`src/rtl/dq_latch_write_arbiter_if.sv`:
```
// Requester and latch-bank signal bundle for dq_latch_write_arbiter.
// DQ_LATCH_VERIFY_EN adds the latch read-back bus (lat_q) and verify_err.
interface dq_latch_write_arbiter_if #(
    parameter int WIDTH  = 4,
    parameter int NWORDS = 4,
    parameter int AW     = 2
);
    logic [1:0]        req;
    logic [AW-1:0]     addr0;
    logic [WIDTH-1:0]  data0;
    logic [AW-1:0]     addr1;
    logic [WIDTH-1:0]  data1;
    logic [1:0]        gnt;
    logic [1:0]        ack;
    logic              addr_err;
    logic              busy;
    logic [WIDTH-1:0]  lat_d;
    logic [NWORDS-1:0] lat_en;
`ifdef DQ_LATCH_VERIFY_EN
    logic [NWORDS*WIDTH-1:0] lat_q;
    logic                    verify_err;

    modport master (
        output req, addr0, data0, addr1, data1, lat_q,
        input  gnt, ack, addr_err, busy, lat_d, lat_en, verify_err
    );
    modport slave (
        input  req, addr0, data0, addr1, data1, lat_q,
        output gnt, ack, addr_err, busy, lat_d, lat_en, verify_err
    );
`else
    modport master (
        output req, addr0, data0, addr1, data1,
        input  gnt, ack, addr_err, busy, lat_d, lat_en
    );
    modport slave (
        input  req, addr0, data0, addr1, data1,
        output gnt, ack, addr_err, busy, lat_d, lat_en
    );
`endif
endinterface

```
`src/rtl/dq_latch_write_arbiter.sv`:
```
// Round-robin write arbiter driving a bank of transparent DQ latches with a setup/strobe/hold sequence.
// Optional read-back compare of the written word is enabled by DQ_LATCH_VERIFY_EN.
module dq_latch_write_arbiter #(
    parameter int WIDTH     = 4,
    parameter int NWORDS    = 4,
    parameter int AW        = 2,
    parameter int SETUP_CYC = 1,
    parameter int EN_CYC    = 1
) (
    input  logic                     clk,
    input  logic                     rst_n,
    dq_latch_write_arbiter_if.slave  bus
);
    localparam int CMAX = (SETUP_CYC > EN_CYC) ? SETUP_CYC : EN_CYC;
    localparam int CW   = (CMAX > 1) ? $clog2(CMAX) : 1;
    localparam logic [CW-1:0] SETUP_LD = CW'(SETUP_CYC - 1);
    localparam logic [CW-1:0] EN_LD    = CW'(EN_CYC - 1);

    typedef enum logic [1:0] {S_IDLE, S_SETUP, S_STROBE, S_HOLD} state_t;

    state_t            state_q, state_d;
    logic [CW-1:0]     cnt_q, cnt_d;
    logic [1:0]        gnt_q, gnt_d;
    logic [1:0]        ack_q, ack_d;
    logic              addr_err_q, addr_err_d;
    logic              busy_q, busy_d;
    logic [WIDTH-1:0]  lat_d_q, lat_d_d;
    logic [NWORDS-1:0] lat_en_q, lat_en_d;
    logic [AW-1:0]     addr_q, addr_d;
    logic              rr_last_q, rr_last_d;

    logic              in_range;
    logic              win1;
    logic [NWORDS-1:0] en_dec;

    assign in_range = int'(addr_q) < NWORDS;
    // On a tie the requester that did not win last time takes the bank.
    assign win1     = bus.req[1] & (~bus.req[0] | ~rr_last_q);

    always_comb begin
        en_dec = '0;
        for (int i = 0; i < NWORDS; i++) begin
            if (addr_q == AW'(i)) en_dec[i] = 1'b1;
        end
    end

`ifdef DQ_LATCH_VERIFY_EN
    logic             verify_err_q, verify_err_d;
    logic [WIDTH-1:0] q_word;

    always_comb begin
        q_word = '0;
        for (int i = 0; i < NWORDS; i++) begin
            if (addr_q == AW'(i)) q_word = bus.lat_q[i*WIDTH +: WIDTH];
        end
    end
`endif

    // NOTE: every signal gets a default before the case so no path leaves it unassigned (no latches).
    always_comb begin
        state_d    = state_q;
        cnt_d      = cnt_q;
        gnt_d      = gnt_q;
        ack_d      = 2'b00;
        addr_err_d = 1'b0;
        lat_d_d    = lat_d_q;
        lat_en_d   = '0;
        addr_d     = addr_q;
        rr_last_d  = rr_last_q;
`ifdef DQ_LATCH_VERIFY_EN
        verify_err_d = 1'b0;
`endif
        unique case (state_q)
            S_IDLE: begin
                if (|bus.req) begin
                    gnt_d     = win1 ? 2'b10 : 2'b01;
                    addr_d    = win1 ? bus.addr1 : bus.addr0;
                    lat_d_d   = win1 ? bus.data1 : bus.data0;
                    rr_last_d = win1;
                    cnt_d     = SETUP_LD;
                    state_d   = S_SETUP;
                end
            end
            S_SETUP: begin
                if (cnt_q == '0) begin
                    lat_en_d = en_dec;
                    cnt_d    = EN_LD;
                    state_d  = S_STROBE;
                end else begin
                    cnt_d = cnt_q - 1'b1;
                end
            end
            S_STROBE: begin
                if (cnt_q == '0) begin
                    ack_d      = gnt_q;
                    addr_err_d = ~in_range;
`ifdef DQ_LATCH_VERIFY_EN
                    // Latch is still transparent here, so this is its settled HOLD-cycle value.
                    verify_err_d = in_range && (q_word != lat_d_q);
`endif
                    state_d    = S_HOLD;
                end else begin
                    lat_en_d = en_dec;
                    cnt_d    = cnt_q - 1'b1;
                end
            end
            S_HOLD: begin
                gnt_d   = 2'b00;
                state_d = S_IDLE;
            end
            default: state_d = S_IDLE;
        endcase
        busy_d = (state_d != S_IDLE);
    end

    // NOTE: sequential state uses non-blocking assignments so all registers update together.
    always_ff @(posedge clk or negedge rst_n) begin
        if (!rst_n) begin
            state_q    <= S_IDLE;
            cnt_q      <= '0;
            gnt_q      <= 2'b00;
            ack_q      <= 2'b00;
            addr_err_q <= 1'b0;
            busy_q     <= 1'b0;
            lat_d_q    <= '0;
            lat_en_q   <= '0;
            addr_q     <= '0;
            rr_last_q  <= 1'b1;
`ifdef DQ_LATCH_VERIFY_EN
            verify_err_q <= 1'b0;
`endif
        end else begin
            state_q    <= state_d;
            cnt_q      <= cnt_d;
            gnt_q      <= gnt_d;
            ack_q      <= ack_d;
            addr_err_q <= addr_err_d;
            busy_q     <= busy_d;
            lat_d_q    <= lat_d_d;
            lat_en_q   <= lat_en_d;
            addr_q     <= addr_d;
            rr_last_q  <= rr_last_d;
`ifdef DQ_LATCH_VERIFY_EN
            verify_err_q <= verify_err_d;
`endif
        end
    end

    assign bus.gnt      = gnt_q;
    assign bus.ack      = ack_q;
    assign bus.addr_err = addr_err_q;
    assign bus.busy     = busy_q;
    assign bus.lat_d    = lat_d_q;
    assign bus.lat_en   = lat_en_q;
`ifdef DQ_LATCH_VERIFY_EN
    assign bus.verify_err = verify_err_q;
`endif
endmodule

```
`src/flat_wrapper.sv`:
```
// flat-port wrapper written by rule: the top's interface ports become plain ports
module dq_latch_write_arbiter_flat 
#(
    parameter int WIDTH     = 4,
    parameter int NWORDS    = 4,
    parameter int AW        = 2,
    parameter int SETUP_CYC = 1,
    parameter int EN_CYC    = 1
)
  (clk, rst_n, bus_req, bus_addr0, bus_data0, bus_addr1, bus_data1, bus_gnt, bus_ack, bus_addr_err, bus_busy, bus_lat_d, bus_lat_en);
  dq_latch_write_arbiter_if #(.WIDTH(WIDTH), .NWORDS(NWORDS), .AW(AW)) bus_i ();
  input  logic clk;
  input  logic rst_n;
  input wire logic [$bits(bus_i.req)-1:0] bus_req;
  input wire logic [$bits(bus_i.addr0)-1:0] bus_addr0;
  input wire logic [$bits(bus_i.data0)-1:0] bus_data0;
  input wire logic [$bits(bus_i.addr1)-1:0] bus_addr1;
  input wire logic [$bits(bus_i.data1)-1:0] bus_data1;
  output wire logic [$bits(bus_i.gnt)-1:0] bus_gnt;
  output wire logic [$bits(bus_i.ack)-1:0] bus_ack;
  output wire logic [$bits(bus_i.addr_err)-1:0] bus_addr_err;
  output wire logic [$bits(bus_i.busy)-1:0] bus_busy;
  output wire logic [$bits(bus_i.lat_d)-1:0] bus_lat_d;
  output wire logic [$bits(bus_i.lat_en)-1:0] bus_lat_en;
  assign bus_i.req = bus_req;
  assign bus_i.addr0 = bus_addr0;
  assign bus_i.data0 = bus_data0;
  assign bus_i.addr1 = bus_addr1;
  assign bus_i.data1 = bus_data1;
  assign bus_gnt = bus_i.gnt;
  assign bus_ack = bus_i.ack;
  assign bus_addr_err = bus_i.addr_err;
  assign bus_busy = bus_i.busy;
  assign bus_lat_d = bus_i.lat_d;
  assign bus_lat_en = bus_i.lat_en;
  dq_latch_write_arbiter #(.WIDTH(WIDTH), .NWORDS(NWORDS), .AW(AW), .SETUP_CYC(SETUP_CYC), .EN_CYC(EN_CYC)) u_core (.clk(clk), .rst_n(rst_n), .bus(bus_i));
endmodule
```
`config.mk`:
```
export PLATFORM = sky130hd
export DESIGN_NAME = dq_latch_write_arbiter_flat
export DESIGN_NICKNAME = d
export VERILOG_FILES = /design/src/rtl/dq_latch_write_arbiter_if.sv /design/src/rtl/dq_latch_write_arbiter.sv /design/src/flat_wrapper.sv
export SDC_FILE = /design/constraint.sdc
export NUM_CORES = 1
export LEC_CHECK = 0
export ABC_CLOCK_PERIOD_IN_PS = 2200
export BUFFER_PORTS_ARGS = -buffer_cell sky130_fd_sc_hd__buf_2
export CORE_ASPECT_RATIO = 1.4
export CORE_MARGIN = 8
export CORE_UTILIZATION = 25
export DETAILED_ROUTE_END_ITERATION = 7
export GPL_TIMING_DRIVEN = 0
export PLACE_DENSITY = 0.49
export SYNTH_ARGS = -nofsm -noshare
export SYNTH_HDL_FRONTEND = slang
export SYNTH_SLANG_ARGS = --single-unit
export TNS_END_PERCENT = 10
```
`constraint.sdc`:
```
create_clock -name clk -period 2.2 [get_ports clk]
set_clock_uncertainty 0.05 [all_clocks]
set_input_delay 0.11 -clock clk [delete_from_list [all_inputs] [get_ports clk]]
set_output_delay 0.11 -clock clk [all_outputs]
set_load 0.03 [all_outputs]
```
### Word level (Yosys, flattened, before mapping)

Index checks and enable logic that the tools add are counted.

| word-level totals | value |
|---|---|
| register bits | 19 |
| input bits | 16 |
| output and inout bits | 14 |
| logic and storage cells | 52 |

| operators by class | value |
|---|---|
| add/sub/neg operators | 1 |
| equality and inequality tests | 7 |
| mux-type cells | 21 |
| bitwise operators | 4 |
| reductions and logical operators | 10 |

Operator list:

| kind | count |
|---|---|
| $mux W2 | 8 |
| $mux W4 | 3 |
| $eq A2 B2 Y1 const B | 4 |
| $pmux W2 S4 | 1 |
| $pmux W4 S2 | 1 |
| $mux W1 | 6 |
| $reduce_and A2 Y1 | 3 |
| $reduce_bool A2 Y1 | 3 |
| $eq A2 B1 Y1 const B | 2 |
| $logic_not A2 Y1 | 2 |
| $pmux W2 S2 | 1 |
| $reduce_or A2 Y1 | 2 |
| $ne A2 B1 Y1 const B | 1 |
| $not A1 Y1 | 2 |
| $pmux W1 S2 | 1 |
| $and A1 B1 Y1 | 1 |
| $or A1 B1 Y1 | 1 |
| $sub A1 B1 Y1 const B | 1 |

### Longest topological paths before layout

Gate-level depths: netlist (run 1).

| logic depth | value |
|---|---|
| depth after elaboration | 6 |
| depth in mapped cells | 7 |

### Worst setup path before layout (run 1)

OpenSTA, ideal clock, no wires.

| timing | value |
|---|---|
| path kind | register to register |
| from | register u_core.state_q[0] |
| to | register u_core.lat_d_q[1] (netlist: u_core.bus.lat_d[1]) |
| library setup time | 77 ps |
| arrival time | 1279 ps |
| data required time | 2073 ps |
| path slack | 794 ps |
| cell stages (with the launch flop) | 8 |
| path buffers | 2 |
| path through | dfrtp_1 -> inv_1 -> ha_1 -> buf_2 -> o21a_2 -> buf_2 -> nor2_1 -> a21oi_1 |

| on the way | value |
|---|---|
| longest elaborated chain between the ends | 2 |

Ends and longest elaborated chain:

| item | line | RTL |
|---|---|---|
| start, declared | dq_latch_write_arbiter.sv:21 | `state_t state_q, state_d;` |
| start signal, assigned | dq_latch_write_arbiter.sv:133 | `state_q <= state_d;` |
| $logic_not A2 Y1 | dq_latch_write_arbiter.sv:73 | `unique case (state_q)` |
| $reduce_and A2 Y1 (no line) | n/a |  |
| end signal, assigned | dq_latch_write_arbiter.sv:139 | `lat_d_q <= lat_d_d;` |
| end, declared | dq_latch_write_arbiter.sv:27 | `logic [WIDTH-1:0] lat_d_q, lat_d_d;` |

No other way between the ends.
A chain may end at the register's enable or synchronous reset.

### Worst setup path in the final report (run 1)

| timing | value |
|---|---|
| from | register u_core.state_q[0] |
| to | register u_core.lat_d_q[3] (netlist: u_core.bus.lat_d[3]) |

The elaborated chain is that of the path after synthesis.

==> flow_summary.yaml, run 1 <==
outcome:
  run_status: "finished, final reports clean"
global_routing:
  grt_pass1_wl_um: 2950
  grt_usage_pct: 6.71
  pin_count_of_the_biggest_net_entering_global_routing: 19
  gr-total-overflow: 0
  antenna_found_initial: 0
  vias_in_the_first_global_route: 720
pwr:
  share_clk_of_total_power_pct: 18.3
  power.internal_mw: 0.851
  worst_ir_drop_vdd_uv: 598
  power.sequential.fraction_pct: 38.3
  static_power_due_to_leakage_nw: 0.543
  p_sw_mw: 0.601
  p_comb_share_pct: 43.4
  switching_share_pct: 41.4
  pwr_density_cell_mw_per_mm2: 1360
floorplan:
  die-width_um: 64.1
  design.core.area_mm2: 0.00312
  design.die.area_mm2: 0.00535
  die_height_um: 83.4
  starting_density_pct: 26.0
  pin_count: 30
  number_of_placement_rows: 24
placed_design:
  finalWeightedCongestion: 0.674
  detailed_placer_s_ending_hpwl_um: 1330
  place_ws_ns: 0.590
  place.port_buffers: 28
synthesis:
  synth_seq_cells: 18
  synth-compound-area-share_pct: 13.3
  synth_adder_area_share_pct: 7.72
  synth_seq_area_share_pct: 55.7
  main_combinational_cell_family_by_area_after_synthesis: "compound AO/OA/AOI/OAI gates"
  synth_xor_xnor_area_share_pct: 0
  synth-simple-area-share_pct: 12.2
  synth_cell_type_count: 27
  syn-num-nets: 93
  synth.area.mux_share_pct: 6.17
  netlist_area_um2: 811
  synth-warning-count: 0
  syn_avg_cell_area_um2: 11.3
  synthCells: 72
finish:
  layout.filler_cells: 360
  layout-area-overhead-vs-synth_pct: 31.3
  design.final.nets: 127
  share_of_layout_cells_above_drive_strength_1_pct: 38.1
  combined_area_of_the_multi_input_logic_cells_um2: 323
  most_frequent_cells_in_the_layout: "sky130_fd_sc_hd__buf_2 (30), sky130_fd_sc_hd__dfrtp_1 (17), sky130_fd_sc_hd__nor2_1 (6), sky130_fd_sc_hd__a21oi_1 (6)"
  fin_util_pct: 34.1
  antenna-diode-count: 0
  layout.cells.most_common: "sky130_fd_sc_hd__buf_2"
  seqCellArea_um2: 452
clocking:
  postCtsResizedCells: 0
  htreeDepth: 1
  clk_pin_slew_ns: 0.07
  clock_sink_count: 18
  numCtsBuffers: 3
  insertion_delay_ns: 0.25
  clk_path_buf_depth: 2
  clockRootBuffer: "sky130_fd_sc_hd__clkbuf_8"
  tritoncts: "yes"
setup_path:
  endpoint_kind: "flip-flop"
  required_ns: 2.32
  worstPathArrival_ns: 1.72
  setup.reg_to_reg.worst_slack_ns: 0.61
  timing.setup.critical_path_class: "reg -> reg"
  setup.worst_path.start_class: "flip-flop"
  critical_path_peak_fanout: 10
sta:
  timing.setup.tns_ns: 0
  post-route-worst-setup-slack_ns: 0.605
  fmaxAchievable_mhz: 627
  tcrit_tclk_final_pct: 72.5
  rsz0062_at_grt: "false"
  timing_max_transition_violations_final: 0
  whs_ns: 0.0555
  layout_min_cycle_time_ns: 1.59
  timing.final.setup_violations: 0
  report.final.hold_viol_count: 0
detailed_routing:
  dr.first_iter.drc_count: 13
  drt-wirelength-per-cell_um: 11.9
  detailedRoute.firstPassIterationCount: 3
  via_density_per_instance: 4.18
  dr_total_vias: 602
  ant_nets: 0
  remaining_drcs: 0
  drt-total-wl_um: 1710
run:
  cap_violations: 0
worst_hold_path:
  worst_hold_check_path_type: "in -> reg"
-- logic make-up after synthesis --
logic type,count (synthesis)
AOI/OAI and AO/OA,15
adders and majority gates,5
buffers and inverters,8
DFF,18
muxes,5
other,1
and+or+nand+nor,20
-- metal layers --
layer	wire (um)	vias to the layer above	track usage, %
li1	-	306	-
met1	727	275	6.73
met2	840	21	11.5
met3	143	0	2.69
met4	0	0	3.39
met5	0	-	0
-- flip-flops by register name (all words and copies together) (netlist names) --
name	flops
u_core.state_q	2
u_core.addr_q	2
u_core.bus.busy	1
u_core.bus.lat_d	4
u_core.bus.lat_en	4
u_core.bus.ack	2
u_core.rr_last_q	1
u_core.bus.gnt	2
-- critical path, stage by stage (launching register included) --
cell	delay (ns)
sky130_fd_sc_hd__dfrtp_1	0.41
sky130_fd_sc_hd__inv_1	0.11
sky130_fd_sc_hd__ha_1	0.14
sky130_fd_sc_hd__buf_2	0.20
sky130_fd_sc_hd__o21a_2	0.20
sky130_fd_sc_hd__buf_2	0.22
sky130_fd_sc_hd__nor2_1	0.06
sky130_fd_sc_hd__a21oi_1	0.12
-- power groups by stage --
stage / sequential (mW) / combinational (mW) / clock (mW)
finish: 0.556 / 0.630 / 0.266
global placement: 0.556 / 0.631 / 0
CTS: 0.556 / 0.645 / 0.279
floorplan: 0.707 / 0.305 / 0
global route: 0.576 / 0.693 / 0.293
detailed placement: 0.562 / 0.641 / 0
-- cell type report --
class                   count  share of cell area (%)
flip-flops and latches     18                    42.4
multi-input cells          46                    30.3
well taps                  39                    4.58
clock buffers               4                    5.17
plain buffers               3                    1.65
inverters                   5                    1.76
repair buffers             29                    14.1
-- repair_timing --
| action | 4_1_cts | 5_1_grt |
|---|---|---|
| hold buffers | 1 | 0 |
| setup endpoints to repair | 0 | 0 |
| endpoints found under the hold margin | 17 | 0 |
| setup buffers | 0 | 0 |
-- final timing paths --
path	startpoint	to	cells past startpoint
worst min register to register	u_core.addr_q[1]$_DFFE_PN0P_	u_core.bus.lat_en[1]$_DFF_PN0_	1
max in group asynchronous	rst_n	u_core.rr_last_q$_DFFE_PN1P_	2
min in group asynchronous	rst_n	u_core.bus.lat_d[3]$_DFFE_PN0P_	2
worst max-delay path	u_core.state_q[0]$_DFF_PN0_	u_core.bus.lat_d[3]$_DFFE_PN0P_	7
worst max register to register	u_core.state_q[0]$_DFF_PN0_	u_core.bus.lat_d[3]$_DFFE_PN0P_	7
worst min-delay path	bus_addr1[1]	u_core.addr_q[1]$_DFFE_PN0P_	3
-- synthesized netlist by cell type (all sizes together) --
master  instances  share of area, %
o21a            1               1.1
nor3b           1              0.93
o32ai           1               1.1
o221ai          1               1.1
a21oi           7               4.8
dfrtp          17                52
a31oi           2               1.5
o22ai           1              0.77
o21ai           1              0.62
nor2b           1              0.77
inv             5               2.3
mux2i           5               6.2
conb            1              0.46
and2            2               1.5
a21boi          1               2.3
nor2            6               2.8
ha              5               7.7
dfstp           1               3.2
or2             1              0.77
nand2           3               1.4
nand2b          1              0.77
nand3           1              0.62
buf             3               2.2
and3            1              0.77
nor3            3               1.9
-- per-stage QoR --
step | cells | power, mW | area (um2)
floorplan | 72 | 1.01 | 811
global placement | 139 | 1.19 | 1000
detailed placement | 139 | 1.20 | 1000
CTS | 144 | 1.48 | 1060
global route | 144 | 1.56 | 1060
finish | 144 | 1.45 | 1060
Note: power is estimated with default switching activity, not from simulation.
==> run 2: changes to the inputs <==
- ABC_AREA: default -> 1
- ABC_CLOCK_PERIOD_IN_PS: 2200 -> 1500
- PLACE_DENSITY: 0.49 -> 0.48
- clock period: 2.2 -> 1.5 ns (I/O delays scaled with it)
==> flow_summary.yaml, run 2 <==
global_routing:
  vias_in_the_first_global_route: 811
  gr-total-overflow: 0
  antenna_found_initial: 0
  grt_pass1_wl_um: 3340
  pin_count_of_the_biggest_net_entering_global_routing: 19
  grt_usage_pct: 7.30
detailed_routing:
  dr.first_iter.drc_count: 8
  ant_nets: 0
  met2_wirelength_um: 1020
  met1Wirelength_um: 776
  detailed_routed_wire_length_on_met3_um: 81
  via_density_per_instance: 4.23
  drt-wirelength-per-cell_um: 11.4
  dr_total_vias: 707
  detailedRoute.firstPassIterationCount: 4
  drt-total-wl_um: 1900
  remaining_drcs: 0
  route.top_layer_used: "met4"
setup_path:
  regToRegStartpoint: "u_core.state_q[0]$_DFF_PN0_"
  endpoint_kind: "flip-flop"
  critical_path.n_buffers_inverters: 2
  setup.reg_to_reg.worst_slack_ns: 0.10
  path_cells: "inv_1 > ha_2 > inv_2 > nor2_4 > nand3_1 > nand3_1"
  critPathTopFamily: "flip-flops"
  path_depth: 6
  crit_slowest_cell: "sky130_fd_sc_hd__dfrtp_1"
  critPathCapture: "u_core.addr_q[1]$_DFFE_PN0P_"
  rr_worst_depth: 6
  timing.setup.critical_path_class: "reg -> reg"
  most_frequent_cell_on_the_critical_path: "sky130_fd_sc_hd__nand3_1"
  critical_path.max_stage_delay_ns: 0.41
  cp-startpoint: "u_core.state_q[0]$_DFF_PN0_"
  setup.worst_path.start_class: "flip-flop"
  critical_path_peak_fanout: 7
  worstPathArrival_ns: 1.53
  critical_path.reg2reg.endpoint: "u_core.addr_q[1]$_DFFE_PN0P_"
  required_ns: 1.63
finish:
  layout.filler_cells: 358
  fin_util_pct: 33.5
  antenna-diode-count: 0
  share_of_layout_cells_above_drive_strength_1_pct: 33.9
  layout-area-overhead-vs-synth_pct: 28.4
  layout.cells.non_filler: 167
  design.final.nets: 149
  most_frequent_cells_in_the_layout: "sky130_fd_sc_hd__nand2_1 (27), sky130_fd_sc_hd__buf_2 (27), sky130_fd_sc_hd__dfrtp_1 (17)"
  final_design_area_no_fill_mm2: 0.00114
placed_design:
  place_ws_ns: 0.0411
  finalWeightedCongestion: 0.672
  placed_cell_area_mm2: 0.00108
  detailed_placer_s_ending_hpwl_um: 1600
  place.detailed.instances: 162
  place.port_buffers: 27
synthesis:
  synth_seq_cells: 18
  synth_top_area_share_pct: 47.8
  syn-num-nets: 116
  netlist_area_um2: 891
  synth-edff-count: 0
  async_flop_share_pct: 100
  synth-warning-count: 0
  netlist_top_cells_area: "sky130_fd_sc_hd__dfrtp_1 (48%), sky130_fd_sc_hd__nand2_1 (11%), sky130_fd_sc_hd__ha_1 (7.0%)"
  synth_top_area_cell: "sky130_fd_sc_hd__dfrtp_1"
  synth_cell_type_count: 21
  syn_avg_cell_area_um2: 9.38
  synth_commonest_cells: "sky130_fd_sc_hd__nand2_1 (27), sky130_fd_sc_hd__dfrtp_1 (17), sky130_fd_sc_hd__inv_1 (11)"
  synth_top_flop_cell: "sky130_fd_sc_hd__dfrtp_1"
  synthCells: 95
  top_count_cell_post_synth: "sky130_fd_sc_hd__nand2_1"
  synth_seq_area_share_pct: 50.7
outcome:
  run_status: "finished, final reports clean"
floorplan:
  design.core.area_mm2: 0.00341
  starting_density_pct: 26.1
  design.die.area_mm2: 0.00576
  die_height_um: 86.6
  die-width_um: 66.5
  number_of_placement_rows: 25
  pin_count: 30
pwr:
  power_mw: 2.24
  static_power_due_to_leakage_nw: 0.632
  worst_ir_drop_vdd_uv: 718
  pwr_density_cell_mw_per_mm2: 1960
clocking:
  clock_sink_count: 18
  clk_path_buf_depth: 2
  insertion_delay_ns: 0.25
  tritoncts: "yes"
  clockRootBuffer: "sky130_fd_sc_hd__clkbuf_8"
  numCtsBuffers: 3
  clk_pin_slew_ns: 0.07
  htreeDepth: 1
sta:
  whs_ns: 0.0320
  timing.final.setup_violations: 0
  rsz0062_at_grt: "false"
  timing.setup.tns_ns: 0
  report.final.hold_viol_count: 0
  timing_max_transition_violations_final: 0
  tcrit_tclk_final_pct: 93.2
  post-route-worst-setup-slack_ns: 0.102
  fmaxAchievable_mhz: 715
  layout_min_cycle_time_ns: 1.40
worst_hold_path:
  worst_hold_check_path_type: "in -> reg"
run:
  cap_violations: 0
==> run 2: cell type report <==
type / instances / area, um2 / area share, %
buffer: 3 / 30.0 / 2.63
clock buffer: 4 / 55.1 / 4.81
inverter: 12 / 45.0 / 3.94
multi-input combinational: 62 / 367 / 32.1
sequential: 18 / 452 / 39.5
tap: 40 / 50.0 / 4.38
timing repair buffer: 28 / 145 / 12.7
==> run 2: metal layers <==
metal	GRT usage [%]	vias up
met5	0	-
met4	3.51	0
met3	2.32	4
met2	13.4	19
met1	7.00	325
li1	-	359
==> run 2: kinds of logic (layout without fill, tap and decap cells) <==
| family | after synthesis | in the layout | share of synthesized area, % |
|---|---|---|---|
| fa+ha+maj | 5 | 5 | 7.02 |
| compound gates | 3 | 3 | 3.23 |
| flops | 18 | 18 | 50.7 |
| buf+inv | 15 | 47 | 8.43 |
| simple gates | 53 | 53 | 30.2 |
| other cells | 1 | 1 | 0.421 |
==> run 2: how the worst min path moves through the flow <==
stage	from	endpoint	slack, ns	cells after the start
floorplan	rst_n	u_core.addr_q[0]$_DFFE_PN0P_	-0.27	0
global placement	rst_n	u_core.bus.lat_d[2]$_DFFE_PN0P_	-0.03	1
detailed placement	rst_n	u_core.bus.lat_d[2]$_DFFE_PN0P_	-0.02	1
CTS	bus_addr0[1]	u_core.addr_q[1]$_DFFE_PN0P_	0.03	3
global route	bus_addr0[1]	u_core.addr_q[1]$_DFFE_PN0P_	0.03	3
finish	bus_addr0[1]	u_core.addr_q[1]$_DFFE_PN0P_	0.03	3
==> run 2: worst reg2reg max path, cell delays in order, from the launching register on <==
cell and delay (ns):
sky130_fd_sc_hd__dfrtp_1 0.41, sky130_fd_sc_hd__inv_1 0.14, sky130_fd_sc_hd__ha_2 0.27, sky130_fd_sc_hd__inv_2 0.09
sky130_fd_sc_hd__nor2_4 0.20, sky130_fd_sc_hd__nand3_1 0.10, sky130_fd_sc_hd__nand3_1 0.08
==> run 2: timing repair <==
action,CTS,global route
resized for setup,0,1
hold buffers,1,0
buffers inserted,0,0
endpoints found under the setup margin,0,8
hold endpoints to repair,17,0
==> run 2: power by group <==
group	leakage, nW	internal (mW)	total, mW	switching [mW]
clock	0.0288	0.233	0.387	0.154
sequential	0.226	0.686	0.803	0.117
combinational	0.377	0.361	1.05	0.694
total	0.632	1.28	2.24	0.965
==> run 3: changes to the inputs <==
- RECOVER_POWER: default -> 25
==> flow_summary.yaml, run 3 (synthesis results as in run 2) <==
outcome:
  run_status: "finished, final reports clean"
global_routing:
  grt_usage_pct: 7.30
  pin_count_of_the_biggest_net_entering_global_routing: 19
  antenna_found_initial: 0
  vias_in_the_first_global_route: 811
  grt_pass1_wl_um: 3340
  gr-total-overflow: 0
setup_path:
  setup.worst_path.start_class: "flip-flop"
  endpoint_kind: "flip-flop"
  worstPathArrival_ns: 1.53
  critical_path_peak_fanout: 7
  timing.setup.critical_path_class: "reg -> reg"
  required_ns: 1.63
detailed_routing:
  drt-wirelength-per-cell_um: 11.4
  via_density_per_instance: 4.24
  ant_nets: 0
  drt-total-wl_um: 1910
  dr.first_iter.drc_count: 8
  remaining_drcs: 0
  dr_total_vias: 708
  detailedRoute.firstPassIterationCount: 4
worst_hold_path:
  worst_hold_check_path_type: "in -> reg"
clocking:
  insertion_delay_ns: 0.25
  clockRootBuffer: "sky130_fd_sc_hd__clkbuf_8"
  tritoncts: "yes"
  clk_path_buf_depth: 2
  clk_pin_slew_ns: 0.07
  htreeDepth: 1
  clock_sink_count: 18
  numCtsBuffers: 3
sta:
  timing.max_slew.rel_slack_pct: 37.0
  layout_min_cycle_time_ns: 1.40
  timing.final.setup_violations: 0
  tcrit_tclk_final_pct: 93.2
  fmaxAchievable_mhz: 715
  worst_pin_slew_ns: 0.946
  rsz0062_at_grt: "false"
  timing_max_transition_violations_final: 0
  timing.setup.tns_ns: 0
  report.final.hold_viol_count: 0
  whs_ns: 0.0320
floorplan:
  die-width_um: 66.5
  design.die.area_mm2: 0.00576
  pin_count: 30
  number_of_placement_rows: 25
  die_height_um: 86.6
  starting_density_pct: 26.1
  design.core.area_mm2: 0.00341
finish:
  design.final.nets: 149
  antenna-diode-count: 0
  share_of_layout_cells_above_drive_strength_1_pct: 33.1
  most_frequent_cells_in_the_layout: "sky130_fd_sc_hd__nand2_1 (27), sky130_fd_sc_hd__buf_2 (26), sky130_fd_sc_hd__dfrtp_1 (17)"
  layout.filler_cells: 359
  layout-area-overhead-vs-synth_pct: 28.2
  layout.cells.most_common: "sky130_fd_sc_hd__nand2_1"
placed_design:
  finalWeightedCongestion: 0.672
  place.port_buffers: 27
  detailed_placer_s_ending_hpwl_um: 1600
pwr:
  power_mw: 2.24
  worst_ir_drop_vdd_uv: 718
  pwr_density_cell_mw_per_mm2: 1960
  static_power_due_to_leakage_nw: 0.629
run:
  cap_violations: 0
run 3: where the power goes:
group | switching (mW) | internal (mW) | total (mW)
Clock | 0.154 | 0.233 | 0.387
Combinational | 0.694 | 0.360 | 1.05
Sequential | 0.117 | 0.686 | 0.803
run 3: per-stage QoR:
step | utilization (%) | area, um2 | std cells | setup slack, ns
after floorplan | - | 891 | 95 | 0.258
after global placement | 31.6 | 1080 | 162 | 0.0852
after detailed placement | 31.6 | 1080 | 162 | 0.0411
after CTS | 33.5 | 1140 | 167 | 0.0171
after global routing | 33.5 | 1140 | 167 | 0.0111
final | 33.5 | 1140 | 167 | 0.102
run 3: routing by layer:
metal / track usage (%) / part of all wire (%) / up-vias
met5: 0 / 0 / -
li1: - / - / 359
met1: 7.00 / 41 / 326
met4: 3.51 / 1.4 / 0
met3: 2.32 / 4.2 / 4
met2: 13.4 / 53 / 19
run 3: worst max-delay path, cell delays in order (launching register included):
cell	delay, ns
sky130_fd_sc_hd__dfrtp_1	0.41
sky130_fd_sc_hd__inv_1	0.14
sky130_fd_sc_hd__ha_2	0.27
sky130_fd_sc_hd__inv_2	0.09
sky130_fd_sc_hd__nor2_4	0.20
sky130_fd_sc_hd__nand3_1	0.10
sky130_fd_sc_hd__nand3_1	0.08
run 3: final timing paths:
kind / start / end / slack, ns / cells past startpoint
max in group asynchronous: rst_n / u_core.bus.lat_en[0]$_DFF_PN0_ / 0.38 / 2
worst max register to register: u_core.state_q[0]$_DFF_PN0_ / u_core.addr_q[1]$_DFFE_PN0P_ / 0.10 / 6
worst min-delay path: bus_addr0[1] / u_core.addr_q[1]$_DFFE_PN0P_ / 0.03 / 3
worst max-delay path: u_core.state_q[0]$_DFF_PN0_ / u_core.addr_q[1]$_DFFE_PN0P_ / 0.10 / 6
min in group asynchronous: rst_n / u_core.bus.lat_d[2]$_DFFE_PN0P_ / 0.44 / 2
worst min register to register: u_core.addr_q[0]$_DFFE_PN0P_ / u_core.bus.lat_en[0]$_DFF_PN0_ / 0.41 / 1
run 3: layout make-up:
| class | count | area (um2) | area share [%] |
|---|---|---|---|
| well taps | 40 | 50.0 | 4.38 |
| plain buffers | 3 | 30.0 | 2.63 |
| inverters | 12 | 45.0 | 3.94 |
| multi-input cells | 62 | 367 | 32.1 |
| repair buffers | 28 | 144 | 12.6 |
| clock buffers | 4 | 55.1 | 4.82 |
| flip-flops and latches | 18 | 452 | 39.5 |
run 3: what timing repair did:
action                                 CTS  global route
setup buffers                            0             0
resized for setup                        0             1
setup endpoints to repair                0             8
endpoints found under the hold margin   17             0
hold buffers                             1             0
